`config.mk`:
```
export PLATFORM = sky130hd
export DESIGN_NAME = chunked_serial_addsub_flat
export DESIGN_NICKNAME = d
export VERILOG_FILES = /design/src/rtl/chunked_serial_addsub_if.sv /design/src/rtl/chunked_serial_addsub.sv /design/src/flat_wrapper.sv
export SDC_FILE = /design/constraint.sdc
export NUM_CORES = 1
export LEC_CHECK = 0
export CORE_MARGIN = 2
export CORE_UTILIZATION = 35
export DETAILED_ROUTE_END_ITERATION = 7
export DONT_BUFFER_PORTS = 1
export GPL_ROUTABILITY_DRIVEN = 0
export PLACE_DENSITY = 0.55
export RECOVER_POWER = 25
export SYNTH_ARGS = -nofsm -noshare
export SYNTH_HDL_FRONTEND = slang
export SYNTH_SLANG_ARGS = --single-unit
```
`constraint.sdc`:
```
create_clock -name clk -period 2.25 [get_ports clk]
set_input_delay 0.225 -clock clk [delete_from_list [all_inputs] [get_ports clk]]
set_output_delay 0.225 -clock clk [all_outputs]
set_load 0.005 [all_outputs]
```
`src/rtl/chunked_serial_addsub_if.sv`:
```
// Handshake and operand/result bundle for the chunked serial adder/subtractor.
// master: the side that issues operations and consumes results.
// slave:  the arithmetic block itself.
interface chunked_serial_addsub_if #(
  parameter int WIDTH = 8
);
  logic             in_valid;
  logic             in_ready;
  logic [WIDTH-1:0] a;
  logic [WIDTH-1:0] b;
  logic             cin;
  logic             sub;
  logic             out_valid;
  logic             out_ready;
  logic [WIDTH-1:0] s;
  logic             cout;
  logic             ovf;

  modport master (
    output in_valid, a, b, cin, sub, out_ready,
    input  in_ready, out_valid, s, cout, ovf
  );

  modport slave (
    input  in_valid, a, b, cin, sub, out_ready,
    output in_ready, out_valid, s, cout, ovf
  );
endinterface

```
`src/rtl/chunked_serial_addsub.sv`:
```
// Multi-cycle adder/subtractor: one CHUNK-bit adder slice with a registered
// carry, iterated WIDTH/CHUNK times. Subtraction is a + ~b + ~cin, so cout=1
// means "no borrow". Results are held until the consumer takes them.
//
// state | meaning
// IDLE  | waiting for an operation, in_ready=1
// RUN   | adding one chunk per clock, LSB chunk first
// DONE  | result valid and held until out_ready
module chunked_serial_addsub #(
  parameter int WIDTH = 8,
  parameter int CHUNK = 1
) (
  input logic                 clk,
  input logic                 rst_n,
  chunked_serial_addsub_if.slave bus
);

  localparam int N  = WIDTH / CHUNK;
  localparam int CW = $clog2(N) + 1;
  localparam logic [CW-1:0] LAST = CW'(N - 1);

  if (WIDTH < 1) begin : g_bad_width
    $error("chunked_serial_addsub: WIDTH must be >= 1");
  end
  if (CHUNK < 1 || (WIDTH % CHUNK) != 0) begin : g_bad_chunk
    $error("chunked_serial_addsub: WIDTH must be a multiple of CHUNK");
  end

  typedef enum logic [1:0] {
    IDLE = 2'd0,
    RUN  = 2'd1,
    DONE = 2'd2
  } state_t;

  state_t state, state_n;

  logic [WIDTH-1:0] a_r, b_r, sum_r;
  logic             c_r;
  logic [CW-1:0]    cnt;
  logic             a_msb, b_msb;
  logic [WIDTH-1:0] s_q;
  logic             cout_q, ovf_q;

  logic             accept;
  logic             last;
  logic [CHUNK-1:0] slice;
  logic             c_next;
  logic [WIDTH-1:0] sum_next;

  assign accept = bus.in_valid && (state == IDLE);
  assign last   = (cnt == LAST);

  // State register; reset discards any operation in flight.
  always_ff @(posedge clk or negedge rst_n) begin
    if (!rst_n) state <= IDLE;
    else        state <= state_n;
  end

  // Next-state decode.
  always_comb begin
    state_n = state;
    case (state)
      IDLE:    if (bus.in_valid)  state_n = RUN;
      RUN:     if (last)          state_n = DONE;
      DONE:    if (bus.out_ready) state_n = IDLE;
      default:                    state_n = IDLE;
    endcase
  end

  // Handshake outputs depend on state only, never on in_valid.
  always_comb begin
    bus.in_ready  = (state == IDLE);
    bus.out_valid = (state == DONE);
    bus.s         = s_q;
    bus.cout      = cout_q;
    bus.ovf       = ovf_q;
  end

  // One CHUNK-bit slice of the addition; the new slice enters the sum from the top.
  always_comb begin
    {c_next, slice} = {1'b0, a_r[CHUNK-1:0]} + {1'b0, b_r[CHUNK-1:0]} + (CHUNK + 1)'(c_r);
    sum_next        = (sum_r >> CHUNK) | (WIDTH'(slice) << (WIDTH - CHUNK));
  end

  // Operand shift registers, carry, counter and the held result.
  always_ff @(posedge clk or negedge rst_n) begin
    if (!rst_n) begin
      a_r    <= '0;
      b_r    <= '0;
      c_r    <= 1'b0;
      cnt    <= '0;
      sum_r  <= '0;
      a_msb  <= 1'b0;
      b_msb  <= 1'b0;
      s_q    <= '0;
      cout_q <= 1'b0;
      ovf_q  <= 1'b0;
    end else if (accept) begin
      a_r   <= bus.a;
      b_r   <= bus.sub ? ~bus.b : bus.b;
      c_r   <= bus.sub ? ~bus.cin : bus.cin;
      cnt   <= '0;
      a_msb <= bus.a[WIDTH-1];
      b_msb <= bus.sub ? ~bus.b[WIDTH-1] : bus.b[WIDTH-1];
    end else if (state == RUN) begin
      a_r   <= a_r >> CHUNK;
      b_r   <= b_r >> CHUNK;
      c_r   <= c_next;
      cnt   <= cnt + CW'(1);
      sum_r <= sum_next;
      if (last) begin
        s_q    <= sum_next;
        cout_q <= c_next;
        ovf_q  <= (a_msb == b_msb) && (sum_next[WIDTH-1] != a_msb);
      end
    end
  end

endmodule

```
`src/flat_wrapper.sv`:
```
// flat-port wrapper written by rule: the top's interface ports become plain ports
module chunked_serial_addsub_flat 
#(
  parameter int WIDTH = 8,
  parameter int CHUNK = 1
)
  (clk, rst_n, bus_in_valid, bus_a, bus_b, bus_cin, bus_sub, bus_out_ready, bus_in_ready, bus_out_valid, bus_s, bus_cout, bus_ovf);
  chunked_serial_addsub_if #(.WIDTH(WIDTH)) bus_i ();
  input logic clk;
  input logic rst_n;
  input wire logic [$bits(bus_i.in_valid)-1:0] bus_in_valid;
  input wire logic [$bits(bus_i.a)-1:0] bus_a;
  input wire logic [$bits(bus_i.b)-1:0] bus_b;
  input wire logic [$bits(bus_i.cin)-1:0] bus_cin;
  input wire logic [$bits(bus_i.sub)-1:0] bus_sub;
  input wire logic [$bits(bus_i.out_ready)-1:0] bus_out_ready;
  output wire logic [$bits(bus_i.in_ready)-1:0] bus_in_ready;
  output wire logic [$bits(bus_i.out_valid)-1:0] bus_out_valid;
  output wire logic [$bits(bus_i.s)-1:0] bus_s;
  output wire logic [$bits(bus_i.cout)-1:0] bus_cout;
  output wire logic [$bits(bus_i.ovf)-1:0] bus_ovf;
  assign bus_i.in_valid = bus_in_valid;
  assign bus_i.a = bus_a;
  assign bus_i.b = bus_b;
  assign bus_i.cin = bus_cin;
  assign bus_i.sub = bus_sub;
  assign bus_i.out_ready = bus_out_ready;
  assign bus_in_ready = bus_i.in_ready;
  assign bus_out_valid = bus_i.out_valid;
  assign bus_s = bus_i.s;
  assign bus_cout = bus_i.cout;
  assign bus_ovf = bus_i.ovf;
  chunked_serial_addsub #(.WIDTH(WIDTH), .CHUNK(CHUNK)) u_core (.clk(clk), .rst_n(rst_n), .bus(bus_i));
endmodule
```
# Word-level counts from Yosys, hierarchy flattened
# Index checks and enable logic that the tools add are counted.
word_totals:
  ff_bits: 43
  latch_bits: 0
  ram_bits: 0
  mem_bits_ro: 0
  input_bits: 22
  output_inout_bits: 12
  word_cells: 49
  memories: 0
op_classes:
  n_addsub: 3
  mul: 0
  div_mod_pow: 0
  order_cmp: 0
  n_eq_ne: 8
  shift: 0
  muxes: 15
  bitwise: 5
  reduce_logical: 7
op_table:
  columns: ["cell", "n"]
  rows:
  - ["$mux W8", 5]
  - ["$mux W4", 2]
  - ["$not A8 Y8", 1]
  - ["$or A7 B8 Y8", 1]
  - ["$mux W2", 3]
  - ["$pmux W2 S3", 1]
  - ["$reduce_and A3 Y1", 2]
  - ["$add A4 B1 Y4 const B", 1]
  - ["$eq A4 B3 Y1 const B", 1]
  - ["$mux W1", 4]
  - ["$ne A2 B2 Y1 const B", 2]
  - ["$not A1 Y1", 3]
  - ["$add A1 B1 Y2", 1]
  - ["$add A2 B1 Y2", 1]
  - ["$eq A2 B1 Y1 const B", 1]
  - ["$eq A2 B2 Y1 const B", 1]
  - ["$logic_and A1 B1 Y1", 2]
  - ["$logic_not A2 Y1", 1]
  - ["$ne A2 B1 Y1 const B", 1]
  - ["$reduce_and A2 Y1", 1]
  - ["$reduce_bool A2 Y1", 1]
  - ["$eq A1 B1 Y1", 1]
  - ["$ne A1 B1 Y1", 1]

# Logic depth before layout (Yosys ltp)
logic_depth:
  word_depth: 5
  ltp_mapped: 6
  depth_no_buf: 4

# Least setup slack after synthesis
# OpenSTA, ideal clock, no wires.
synth_timing:
  path_kind: "reg-to-reg"
  from: "register u_core.state[1]"
  to: "register u_core.cout_q, in the netlist u_core.bus.cout"
  t_arrival_ns: 1.355
  required_time_ns: 2.125
  setup_slack_ns: 0.770
  stages_incl_launch_ff: 6
  path_buffers: 2
  period_less_slack_ns: 1.480
  cell_sequence: "dfrtp_1 -> nand2b_1 -> buf_6 -> nor3_4 -> buf_6 -> mux2_2"
synth_via:
  elab_chain_cells: 4
synth_lines:
  columns: ["element", "line_no", "text"]
  rows:
  - ["start: declaration", "chunked_serial_addsub.sv:35", "state_t state, state_n;"]
  - ["start signal: assignment", "chunked_serial_addsub.sv:56", "else state <= state_n;"]
  - ["$logic_not A2 Y1", "chunked_serial_addsub.sv:50", "assign accept = bus.in_valid && (state == IDLE);"]
  - ["$logic_and A1 B1 Y1", "chunked_serial_addsub.sv:50", null]
  - ["$not A1 Y1 (no line)", null, null]
  - ["$reduce_and A3 Y1 (no line) (*)", null, null]
  - ["end signal: assignment", "chunked_serial_addsub.sv:113", "cout_q <= c_next;"]
  - ["end: declaration", "chunked_serial_addsub.sv:42", "logic cout_q, ovf_q;"]
# Every way passes the cells marked *; elsewhere a longest branch is shown, timed or not.
# A chain may end at the register's enable or synchronous reset.

# Worst setup path after layout
layout_timing:
  from: "register u_core.state[1]"
  to: "register u_core.s_q[6], in the netlist u_core.bus.s[6]"
layout_via:
  elab_chain_cells: 4
layout_lines:
  columns: ["element", "line_no", "text"]
  rows:
  - ["$logic_not A2 Y1", "chunked_serial_addsub.sv:50", null]
  - ["$logic_and A1 B1 Y1", "chunked_serial_addsub.sv:50", null]
  - ["$not A1 Y1 (no line)", null, null]
  - ["$reduce_and A3 Y1 (no line) (*)", null, null]
  - ["end signal: assignment", "chunked_serial_addsub.sv:112", "s_q <= sum_next;"]
  - ["end: declaration", "chunked_serial_addsub.sv:41", "logic [WIDTH-1:0] s_q;"]
# Marked as above.

==> impl_metrics.py <==
metrics = {
    "run_status": {
        "outcome": "finished, final reports clean",
    },
    "floorplanning": {
        "start_util_pct": 36.9,
        "boundaryPins": 34,
        "fp.dieW_microns": 77.9,
        "core_sq_um": 5170,
        "rows": 26,
        "fp.dieH_microns": 77.9,
        "fp.dieArea_sq_um": 6060,
    },
    "clock_tree": {
        "cts_sinks": 42,
        "cts_buffer_depth": 2,
        "cts_tree": "built",
        "numCtsBuffers": 5,
        "cts_repair_resize_count": 0,
        "clk_pin_slew_ns": 0.07,
        "clock_latency_ns": 0.29,
        "root_buffer": "clkbuf_8",
        "htree_num_levels": 2,
    },
    "routing": {
        "postRouteAntennaNets": 0,
        "drc": 0,
        "drt_pass1_iterations": 4,
        "via_per_inst": 4.79,
        "drtIter0Drc": 96,
        "vias": 1217,
        "drt_wl_total_mm": 3.49,
        "routedWlPerCell_microns": 13.7,
    },
    "timing": {
        "fmax_mhz": 591,
        "fin_skew_ns": 0.00829,
        "hold_ws_ns": 0.0418,
        "min_period_ns": 1.69,
        "worstMarginPinSlew_ns": 1.01,
        "relSlewSlack_pct": 32.7,
        "final.setup.tns_ns": 0,
        "finalSetupViolCount": 0,
        "final-hold-violation-count": 0,
        "timing.final.ws_setup_ns": 0.559,
        "drv_slew": 0,
        "period_share_pct": 75.2,
        "rsz0062_at_grt": "no",
    },
    "global_routing": {
        "grtUsageTotal_pct": 13.2,
        "grt_max_degree": 43,
        "grt_first_pass_wirelength_mm": 6.25,
        "first_global_vias": 1294,
        "antenna_found_initial": 0,
        "gr-total-overflow": 0,
    },
    "min_path": {
        "holdPathStages": 2,
        "worstHoldStart": "bus_a[7]",
        "min_delay_worst_endpoint": "u_core.a_msb",
        "hold_class": "input port to flop",
    },
    "setup_path": {
        "path_class": "flop to flop",
        "worstPathCellList": "nand2b_1, nor3_4, mux2_2",
        "start_kind": "flop",
        "slowest_delay_ns": 0.52,
        "worst-path-max-fanout": 11,
        "worstPathArrival_ns": 1.87,
        "required_ns": 2.43,
        "regToRegStartpoint": "u_core.state[1]",
        "cp-end-kind": "flop",
        "slowest_stage": "nor3_4",
        "r2r_cells": 3,
        "reg2reg_slack_ns": 0.56,
        "reg2reg_to": "u_core.bus.s[6]",
    },
    "cells_and_area": {
        "final_cell_area_sq_um": 2020,
        "layout.nets": 207,
        "antennaDiodeCount": 0,
        "final_cells": 254,
        "area_delta_synth_final_pct": 5.57,
        "drive_gt1_share_pct": 13.0,
    },
    "logic_synthesis": {
        "async_flop_share_pct": 100,
        "syn_avg_cell_area_sq_um": 10.4,
        "synth_edf_count": 0,
        "syn_area_sq_um": 1910,
        "yosysTopAreaCell": "dfrtp_1",
        "syn-num-nets": 208,
        "synth.distinct_cells": 29,
        "yosysSeqAreaShare_pct": 55.0,
        "synthCells": 184,
        "netlist.area_leader.share_pct": 55.0,
        "ys_seq_elements": 42,
        "synth-main-ff-cell": "dfrtp_1",
        "ys_top_cells_by_area": "dfrtp_1, nand2_1, mux2_2",
        "yosys_warnings": 0,
    },
    "placement": {
        "post_dp_cell_area_sq_um": 1910,
        "dp_hpwl_mm": 2.29,
        "dp.cells": 244,
        "port_buffers": 0,
        "place_ws_ns": 0.553,
    },
    "pwr": {
        "ir_drop_mv": 0.427,
        "p_leak_nw": 0.961,
        "p_per_area_nw_per_um2": 1350,
    },
    "run": {
        "drv_cap": 0,
    },
}
-- routing by layer --
metal	vias up	GRT usage, %	share of wire (%)
li1	604	-	-
met1	587	17.6	48
met2	20	19.2	43
met3	6	4.77	6.2
met4	0	5.89	2.2
met5	-	0	0
-- worst max-delay path: cells and delay by family (launching register included) --
kind	cells	cell delay, ns
AND/OR/NAND/NOR	2	0.74
multiplexers	1	0.40
flip-flops	1	0.45
-- worst max-delay path by stage --
stage | startpoint | to | slack [ns] | cells after the start
final | u_core.state[1] | u_core.bus.s[6] | 0.56 | 3
after global routing | u_core.state[1] | u_core.bus.cout | 0.44 | 3
after CTS | u_core.state[1] | u_core.bus.ovf | 0.54 | 3
after detailed placement | u_core.state[1] | u_core.bus.s[2] | 0.55 | 3
after global placement | u_core.state[1] | u_core.bus.s[5] | 0.60 | 3
after floorplan | u_core.state[1] | u_core.bus.cout | 0.77 | 5
-- through the flow --
step	total power, mW	utilization (%)
after detailed placement	2.25	36.9
final	2.71	39.0
after floorplan	2.11	-
after global placement	2.23	36.9
after CTS	2.77	39.3
after global routing	2.99	39.0
-- Yosys cell counts (all sizes together), types with 2 or more instances --
cell    instances
a22oi           7
a31oi           8
and2b           2
buf            10
dfrtp          42
mux2           10
nand2          65
nand2b          2
nand3           3
nor2            9
o21ai           3
xor2            9
-- registers in the layout, indices dropped and copies added (netlist names) --
signal	flops
u_core.bus.cout	1
u_core.cnt	4
u_core.c_r	1
u_core.bus.ovf	1
u_core.a_r	8
u_core.state	2
u_core.bus.s	8
u_core.sum_r	7
u_core.a_msb	1
u_core.b_msb	1
u_core.b_r	8
-- cells in the final DEF (no fill, tap or decap) --
cell type	instances
fa_1	1
nand3_1	3
dfrtp_1	42
clkinv_2	1
or3b_1	1
dlygate4sd3_1	1
a31oi_1	8
xor2_1	9
buf_4	1
and2b_2	2
nand4_1	1
a22o_1	1
mux2i_1	1
o21ai_1	1
ha_1	1
nor3_4	1
clkbuf_8	6
clkbuf_1	1
a22oi_1	7
o21ai_0	2
nor2_1	9
nand2b_1	2
nand3b_1	1
inv_1	1
mux2_2	10
nor3b_2	1
o21bai_2	1
clkbuf_2	1
o22ai_1	1
a21o_1	1
nand2_1	65
-- what timing repair did --
action,in CTS,in global routing
hold buffers,2,0
buffers inserted,0,0
hold endpoints to repair,42,0
-- logic make-up after synthesis --
group / synth area share (%)
xor gates and xnor gates: 4.13
buffers and inverters: 5.18
AOI/OAI and AO/OA: 7.93
and+or+nand+nor: 19.6
muxes: 6.42
DFF: 55.0
adders and majority gates: 1.70
-- cell type report --
class | instances | area (sq um)
clock buffer | 7 | 86.3
clock inverter | 1 | 5.00
fill | 526 | 3160
inverter | 1 | 3.75
multi-input combinational | 130 | 759
sequential | 42 | 1050
tap | 70 | 87.6
timing repair buffer | 3 | 22.5
-- where the power goes --
group | internal [mW] | switching [mW] | total (mW)
registers | 1.10 | 0.243 | 1.34
logic | 0.375 | 0.506 | 0.881
clock network | 0.248 | 0.243 | 0.490
Power figures use the tool's default switching activity.
